===== config.mk =====
export PLATFORM = sky130hd
export DESIGN_NAME = alu_rr_arbiter
export DESIGN_NICKNAME = d
export VERILOG_FILES = /design/src/rtl/alu_rr_arbiter.sv
export SDC_FILE = /design/constraint.sdc
export NUM_CORES = 1
export LEC_CHECK = 0
export ABC_AREA = 1
export CORE_MARGIN = 5
export CORE_UTILIZATION = 25
export CTS_BUF_LIST = sky130_fd_sc_hd__clkbuf_8
export CTS_CLUSTER_DIAMETER = 80
export DETAILED_ROUTE_END_ITERATION = 8
export SLEW_MARGIN = 20
export SYNTH_ARGS = -nofsm -noshare
export SYNTH_HDL_FRONTEND = slang
export SYNTH_SLANG_ARGS = --single-unit

===== constraint.sdc =====
create_clock -name clk -period 9.4 [get_ports clk]
set_input_delay 0.94 -clock clk [delete_from_list [all_inputs] [get_ports clk]]
set_output_delay 0.94 -clock clk [all_outputs]
set_load 0.02 [all_outputs]

===== src/rtl/alu_rr_arbiter.sv =====
// Shares one ALU between two requesters (A: EX stage, B: branch/aux unit).
// Round-robin grant in IDLE, fixed-latency wait in BUSY, result hand-back in RESP.
module alu_rr_arbiter #(
    parameter int ALU_LAT = 1,
    parameter int CNT_W   = 3
) (
    input  logic        clk,
    input  logic        rst,

    input  logic        a_req_valid,
    output logic        a_req_ready,
    input  logic [5:0]  a_opcode,
    input  logic [5:0]  a_func,
    input  logic [4:0]  a_sa,
    input  logic [31:0] a_first,
    input  logic [31:0] a_second,
    output logic        a_resp_valid,
    input  logic        a_resp_ready,

    input  logic        b_req_valid,
    output logic        b_req_ready,
    input  logic [5:0]  b_opcode,
    input  logic [5:0]  b_func,
    input  logic [4:0]  b_sa,
    input  logic [31:0] b_first,
    input  logic [31:0] b_second,
    output logic        b_resp_valid,
    input  logic        b_resp_ready,

    output logic [31:0] resp_result,
    output logic        resp_zero,

    output logic [5:0]  alu_opcode,
    output logic [5:0]  alu_func,
    output logic [4:0]  alu_sa,
    output logic [31:0] alu_first,
    output logic [31:0] alu_second,
    input  logic [31:0] alu_result,
    input  logic        alu_zero,

    output logic        busy
);

    typedef enum logic [1:0] {
        S_IDLE = 2'd0,
        S_BUSY = 2'd1,
        S_RESP = 2'd2
    } state_t;

    localparam logic [CNT_W-1:0] LAT_INIT = CNT_W'(ALU_LAT);

    state_t            r_state;
    logic              r_rr_ptr;   // 0 = A has priority on a tie, 1 = B
    logic              r_owner;    // 0 = A, 1 = B
    logic [CNT_W-1:0]  r_cnt;
    logic [5:0]        r_alu_opcode;
    logic [5:0]        r_alu_func;
    logic [4:0]        r_alu_sa;
    logic [31:0]       r_alu_first;
    logic [31:0]       r_alu_second;
    logic [31:0]       r_resp_result;
    logic              r_resp_zero;

    logic              w_idle;
    logic              w_grant_a;
    logic              w_grant_b;
    logic              w_accept;
    logic              w_jtype;
    logic              w_resp_done;
    logic [5:0]        w_sel_opcode;
    logic [5:0]        w_sel_func;
    logic [4:0]        w_sel_sa;
    logic [31:0]       w_sel_first;
    logic [31:0]       w_sel_second;

    // Readys are held low while reset is asserted so nothing is accepted mid-reset.
    assign w_idle    = (r_state == S_IDLE) && !rst;
    assign w_grant_b = b_req_valid && (!a_req_valid || r_rr_ptr);
    assign w_grant_a = a_req_valid && !w_grant_b;

    assign a_req_ready = w_idle && w_grant_a;
    assign b_req_ready = w_idle && w_grant_b;
    assign w_accept    = a_req_ready || b_req_ready;

    assign w_sel_opcode = w_grant_b ? b_opcode : a_opcode;
    assign w_sel_func   = w_grant_b ? b_func   : a_func;
    assign w_sel_sa     = w_grant_b ? b_sa     : a_sa;
    assign w_sel_first  = w_grant_b ? b_first  : a_first;
    assign w_sel_second = w_grant_b ? b_second : a_second;
    assign w_jtype      = (w_sel_opcode[5:1] == 5'b00001);

    assign w_resp_done  = (r_state == S_RESP) && (r_owner ? b_resp_ready : a_resp_ready);

    assign a_resp_valid = (r_state == S_RESP) && !r_owner;
    assign b_resp_valid = (r_state == S_RESP) &&  r_owner;
    assign busy         = (r_state != S_IDLE);

    assign resp_result  = r_resp_result;
    assign resp_zero    = r_resp_zero;
    assign alu_opcode   = r_alu_opcode;
    assign alu_func     = r_alu_func;
    assign alu_sa       = r_alu_sa;
    assign alu_first    = r_alu_first;
    assign alu_second   = r_alu_second;

    always_ff @(posedge clk or posedge rst) begin
        if (rst) begin
            r_state       <= S_IDLE;
            r_rr_ptr      <= 1'b0;
            r_owner       <= 1'b0;
            r_cnt         <= '0;
            r_alu_opcode  <= '0;
            r_alu_func    <= '0;
            r_alu_sa      <= '0;
            r_alu_first   <= '0;
            r_alu_second  <= '0;
            r_resp_result <= '0;
            r_resp_zero   <= 1'b0;
        end else begin
            case (r_state)
                S_IDLE: begin
                    if (w_accept) begin
                        r_alu_opcode <= w_sel_opcode;
                        r_alu_func   <= w_sel_func;
                        r_alu_sa     <= w_sel_sa;
                        r_alu_first  <= w_sel_first;
                        r_alu_second <= w_sel_second;
                        r_owner      <= w_grant_b;
                        r_rr_ptr     <= !w_grant_b;
                        // Jumps never use the ALU result; answer immediately with zeros.
                        if (w_jtype) begin
                            r_resp_result <= '0;
                            r_resp_zero   <= 1'b0;
                            r_state       <= S_RESP;
                        end else begin
                            r_cnt   <= LAT_INIT;
                            r_state <= S_BUSY;
                        end
                    end
                end
                S_BUSY: begin
                    if (r_cnt != '0) begin
                        r_cnt <= r_cnt - 1'b1;
                    end else begin
                        r_resp_result <= alu_result;
                        r_resp_zero   <= alu_zero;
                        r_state       <= S_RESP;
                    end
                end
                S_RESP: begin
                    if (w_resp_done) begin
                        r_state <= S_IDLE;
                    end
                end
                default: r_state <= S_IDLE;
            endcase
        end
    end

endmodule

==> results of run 1 <==
-- power by group through the flow --
| stage | clock network, uW | registers [uW] | logic, uW |
|---|---|---|---|
| after floorplan | 0 | 1130 | 494 |
| after global placement | 0 | 876 | 1410 |
| after detailed placement | 0 | 879 | 1420 |
| after CTS | 567 | 874 | 1420 |
| after global routing | 588 | 900 | 1510 |
| final | 547 | 872 | 1400 |
-- per-layer routing --
layer	share of wire (%)	vias to the layer above	track usage, %	routed length, um
li1	-	2723	-	-
met1	42	2561	19.26	8705
met2	47	215	25.31	9592
met3	9.3	20	6.782	1907
met4	1.5	0	4.149	306
met5	0	-	0	0
-- cell families after synthesis --
kind of cell,count (synthesis)
AND/OR/NAND/NOR,354
flip-flops,121
XOR/XNOR,1
buffers and inverters,93
adder cells (fa/ha/maj),2
AO/OA/AOI/OAI,87
-- sequential cells by signal, summed over array words and instances (netlist names) --
| signal | count |
|---|---|
| alu_opcode | 6 |
| resp_zero | 1 |
| r_state | 2 |
| r_rr_ptr | 1 |
| alu_second | 32 |
| alu_func | 6 |
| resp_result | 32 |
| alu_sa | 5 |
| r_owner | 1 |
| r_cnt | 3 |
| alu_first | 32 |
-- final timing paths --
path / startpoint / to / slack (ps) / cells after the start
max in group asynchronous: rst / alu_func[2] / 6970 / 3
min in group asynchronous: rst / alu_func[0] / 1050 / 2
worst max register to register: r_rr_ptr / alu_first[29] / 6350 / 11
worst max-delay path: b_req_valid / b_req_ready / 5460 / 6
worst min-delay path: resp_result[15] / resp_result[15] / 480 / 2
worst min register to register: resp_result[15] / resp_result[15] / 480 / 2
-- worst reg2reg max path, cell delays in order, from the launching register on --
cell and delay, ps:
dfrtp_1 430, inv_2 90, nand2_4 70, nand2_4 190, inv_2 190, nand2_1 190, inv_2 50, buf_4 310
nor2_4 710, inv_2 420, nor2_1 200, a31oi_1 60
-- synth_stat cells (all sizes together) (2+ instances only) --
cell type,count
a22oi,61
a31oi,16
buf,33
clkbuf,5
dfrtp,121
ha,2
inv,54
nand2,252
nand3,41
nand3b,2
nor2,59
o21ai,7
-- cell type report --
| type | instances | area (um2) | area share, % |
|---|---|---|---|
| clock buffer | 19 | 261.5 | 2.793 |
| sequential | 121 | 3028 | 32.34 |
| inverter | 55 | 209.0 | 2.231 |
| multi-input combinational | 444 | 2091 | 22.33 |
| tap | 280 | 350.3 | 3.741 |
| clock inverter | 13 | 201.4 | 2.151 |
| timing repair buffer | 323 | 3223 | 34.42 |
-- stage by stage --
step | total power [uW] | hold WS (ps) | cells
floorplan | 1627 | 441.9 | 658
global placement | 2285 | 452.9 | 1223
detailed placement | 2297 | 459.7 | 1223
CTS | 2862 | 477.2 | 1255
global route | 2998 | 492.8 | 1255
finish | 2816 | 475.7 | 1255
==> results.sh, run 1 <==
export IMPL_status="complete, no violations"
export IMPL_totalWireLength_um=20510
export IMPL_power_frac_clock_pct=19.4
export IMPL_power_internal_uw=1679
export IMPL_dp_hpwl_um=15060
export IMPL_die_area_um2=25270
export IMPL_synth_compound_area_share_pct=11.25
export IMPL_start_util_pct=25.42
export IMPL_drv_cap=0
export IMPL_preCtsSetupSlack_ps=5291
export IMPL_fp_dieW_um=159.0
export IMPL_fin_nets=1165
export IMPL_finClkSkew_ps=12.06
export IMPL_worstPathArrival_ps=3000
export IMPL_clk_pin_slew_ps=70
export IMPL_grt_ovfl_total=0
export IMPL_ant_nets=0
export IMPL_min_period_ps=3937
export IMPL_ys_seq_area_share_pct=54.58
export IMPL_cp_end_kind="primary output"
export IMPL_synthMuxAreaShare_pct=0
export IMPL_synth_edf_count=0
export IMPL_drtIter0Drc=276
export IMPL_gp_congestion=0.7964
export IMPL_cp_max_fo=22
export IMPL_cts_resized=0
export IMPL_drtPass1Iterations=4
export IMPL_cts_sinks=121
export IMPL_synth_async_reset_ratio_pct=100.0
export IMPL_p_per_area_nw_per_um2=300.7
export IMPL_synth_cell_types=26
export IMPL_cts_made_buffers=17
export IMPL_p_switching_uw=1137
export IMPL_grt_pass1_wl_um=31980
export IMPL_syn_avg_cell_area_um2=8.431
export IMPL_p_comb_share_pct=49.6
export IMPL_yosys_top_cells_area="dfrtp_1 (55%), nand2_1 (17%), a22oi_1 (8.3%)"
export IMPL_synth_seq_cells=121
export IMPL_syn_inst=658
export IMPL_slew_violations=0
export IMPL_final_core_util_pct=42.91
export IMPL_layout_commonest_cell="clkdlybuf4s50_1"
export IMPL_cts_max_path_buffers=2
export IMPL_setup_tns_ps=0
export IMPL_drc=0
export IMPL_antenna_found_initial=0
export IMPL_cts_setup_buffers=0
export IMPL_max_freq_ghz=0.2540
export IMPL_core_area_um2=21820
export IMPL_rows=54
export IMPL_htreeDepth=4
export IMPL_crit_path_start_kind="input port"
export IMPL_cts_root_buf="clkbuf_8"
export IMPL_seq_power_share_pct=31.0
export IMPL_slew_headroom_pct=31.12
export IMPL_syn_num_nets=861
export IMPL_post_drt_wl_per_cell_um=16.34
export IMPL_nFillCells=2186
export IMPL_cp_slowest_cell="clkdlybuf4s50_1"
export IMPL_post_route_period_util_pct=41.89
export IMPL_worst_pin_slew_ps=1027
export IMPL_cp_required_ps=8460
export IMPL_finalHoldViolations=0
export IMPL_yosysTopAreaCellShare_pct=54.58
export IMPL_hold_path_class="flop to flop"
export IMPL_yosys_area_share_xor_xnor_pct=0.1579
export IMPL_ys_warn_count=0
export IMPL_ios=320
export IMPL_synth_flop_cell="dfrtp_1"
export IMPL_fin_ws_ps=5463
export IMPL_post_route_cells_drive_above_1_share_pct=4.923
export IMPL_io_buffers=319
export IMPL_vdd_drop_max_uv=114.4
export IMPL_via_per_inst=4.398
export IMPL_switching_share_pct=40.37
export IMPL_layout_common_cells="clkdlybuf4s50_1 (319), nand2_1 (248), dfrtp_1 (121)"
export IMPL_clock_latency_ps=420
export IMPL_rsz0062_at_grt="false"
export IMPL_cp_cell_sequence="clkdlybuf4s50_1 > nand2_4 > inv_2 > nand2_1 > inv_2 > clkdlybuf4s50_1"
export IMPL_hold_buffers=0
export IMPL_syn_area_um2=5548
export IMPL_final_area_um2=9364
export IMPL_vias=5519
export IMPL_synthAdderAreaFrac_pct=0.4511
export IMPL_yosysTopAreaCell="dfrtp_1"
export IMPL_track_usage_pct=15.66
export IMPL_place_area_um2=8901
export IMPL_die_y_um=159.0
export IMPL_grt_pass1_vias=5488
export IMPL_leakage_uw=0.004440
export IMPL_antenna_cells=0
export IMPL_crit_type="input port to primary output"
export IMPL_critPathBufInv=4
export IMPL_critical_path_top_delay_family="buffers and inverters"
export IMPL_areaGrowthSynthToFinish_pct=68.79
export IMPL_synthSimpleGateAreaFrac_pct=25.82
export IMPL_cts_tree="done"
export IMPL_setup_viol=0
export IMPL_crit_path_max_incr_delay_ps=680
export IMPL_synth_top_family_by_area="simple AND/OR/NAND/NOR gates"
export IMPL_grt_max_degree=65
Power figures use the tool's default switching activity.
==> run 2, diff against run 1 <==
clock period = 3.6 ns   (was 9.4 ns; I/O delays follow)
==> results.sh, run 2 (synthesis results as in run 1) <==
export IMPL_grt_pass1_wl_um=31900
export IMPL_drtIter0Drc=227
export IMPL_drtPass1Iterations=4
export IMPL_hold_path_class="input port to async pin"
export IMPL_worstPathArrival_ps=2490
export IMPL_post_drt_wl_per_cell_um=16.10
export IMPL_slew_headroom_pct=36.95
export IMPL_rsz0062_at_grt="false"
export IMPL_via_per_inst=4.363
export IMPL_hold_buffers=0
export IMPL_crit_type="input port to primary output"
export IMPL_startpoint="b_req_valid"
export IMPL_ff_latch_area_um2=3028
export IMPL_clk_pin_slew_ps=80
export IMPL_dp_hpwl_um=15200
export IMPL_worst_pin_slew_ps=940.0
export IMPL_status="complete, no violations"
export IMPL_ant_nets=0
export IMPL_critical_path_top_delay_family="buffers and inverters"
export IMPL_antenna_found_initial=0
export IMPL_cts_setup_buffers=0
export IMPL_final_core_util_pct=42.96
export IMPL_core_area_um2=21820
export IMPL_fin_nets=1169
export IMPL_start_util_pct=25.42
export IMPL_setup_tns_ps=0
export IMPL_areaGrowthSynthToFinish_pct=68.99
export IMPL_vias=5493
export IMPL_cp_end_kind="primary output"
export IMPL_finalHoldViolations=0
export IMPL_setup_viol=0
export IMPL_post_route_cells_drive_above_1_share_pct=5.516
export IMPL_htreeDepth=4
export IMPL_min_period_ps=2851
export IMPL_rows=54
export IMPL_fp_dieW_um=159.0
export IMPL_grt_ovfl_total=0
export IMPL_cts_sinks=121
export IMPL_crit_reg2reg_launch="r_rr_ptr"
export IMPL_gp_congestion=0.7635
export IMPL_cp_max_fo=22
export IMPL_gr_usage_met2_pct=26.04
export IMPL_track_usage_pct=15.67
export IMPL_die_y_um=159.0
export IMPL_nFillCells=2183
export IMPL_critPathBufInv=4
export IMPL_drv_cap=0
export IMPL_slew_violations=0
export IMPL_max_freq_ghz=0.3507
export IMPL_leakage_uw=0.004434
export IMPL_p_per_area_nw_per_um2=772.3
export IMPL_r2r_slack_ps=1080
export IMPL_multi_input_area_um2=2091
export IMPL_crit_path_start_kind="input port"
export IMPL_io_buffers=319
export IMPL_busiest_layer="met2"
export IMPL_grt_pass1_vias=5548
export IMPL_cp_cell_sequence="clkdlybuf4s50_1 > nand2_4 > inv_2 > nand2_1 > inv_2 > clkdlybuf4s50_1"
export IMPL_cts_tree="done"
export IMPL_cp_slowest_cell="clkdlybuf4s50_1"
export IMPL_use_met1_pct=18.93
export IMPL_antenna_cells=0
export IMPL_cp_required_ps=3240
export IMPL_clock_latency_ps=420
export IMPL_finClkSkew_ps=6.176
export IMPL_layout_common_cells="clkdlybuf4s50_1 (319), nand2_1 (248), dfrtp_1 (121)"
export IMPL_post_route_period_util_pct=79.20
export IMPL_die_area_um2=25270
export IMPL_vdd_drop_max_uv=297.5
export IMPL_totalWireLength_um=20270
export IMPL_crit_path_max_incr_delay_ps=670
export IMPL_cts_root_buf="clkbuf_8"
export IMPL_cts_max_path_buffers=2
export IMPL_grt_max_degree=61
export IMPL_cts_resized=0
export IMPL_cts_made_buffers=17
export IMPL_use_met3_pct=7.196
export IMPL_layout_commonest_cell="clkdlybuf4s50_1"
export IMPL_ios=320
export IMPL_drc=0
==> run 2: cell count changes in the layout (fill, tap and decap cells not counted) <==
cell,previous run,this run
buf_12,0,2
buf_4,4,6
bufinv_16,5,3
clkbuf_8,19,18
clkinv_2,2,3
clkinvlp_4,1,3
inv_1,50,48
inv_6,0,2
==> run 2: power breakdown <==
| part | internal, uW | switching, uW | total [uW] |
|---|---|---|---|
| Clock | 707 | 591 | 1300 |
| Combinational | 1600 | 2060 | 3660 |
| Sequential | 1950 | 334 | 2290 |
| Total | 4260 | 2980 | 7240 |
==> run 2: final timing paths <==
kind	end	depth (start not counted)
min reg2reg	resp_result[1]	2
max reg2reg	alu_first[30]	10
min in group clk	resp_result[1]	2
min	alu_opcode[1]	2
max	b_req_ready	6
max in group asynchronous	alu_second[21]	3
==> run 2: per-layer routing <==
metal / routed length (um) / vias to the layer above
li1: - / 2736
met3: 1796 / 9
met1: 8485 / 2543
met5: 0 / -
met2: 9838 / 205
met4: 150 / 0
==> run 2: cell type report <==
class / instances / share of cell area [%]
Multi-Input combinational cell: 444 / 22.30
Clock inverter: 14 / 1.828
Timing Repair Buffer: 327 / 34.97
Clock buffer: 18 / 2.642
Sequential cell: 121 / 32.30
Inverter: 55 / 2.229
Tap cell: 280 / 3.737
==> run 2: per-stage QoR <==
step / hold slack [ps] / std cells / area (um2) / power (uW) / setup slack (ps)
2_1_floorplan: 441.9 / 658 / 5548 / 4249 / 25.83
3_3_place_gp: 452.8 / 1227 / 8956 / 5982 / 701.0
3_5_place_dp: 457.5 / 1227 / 8956 / 6023 / 627.7
4_1_cts: 131.7 / 1259 / 9375 / 7367 / 691.8
5_1_grt: 124.4 / 1259 / 9375 / 7763 / 542.7
6_report: 176.9 / 1259 / 9375 / 7240 / 748.9
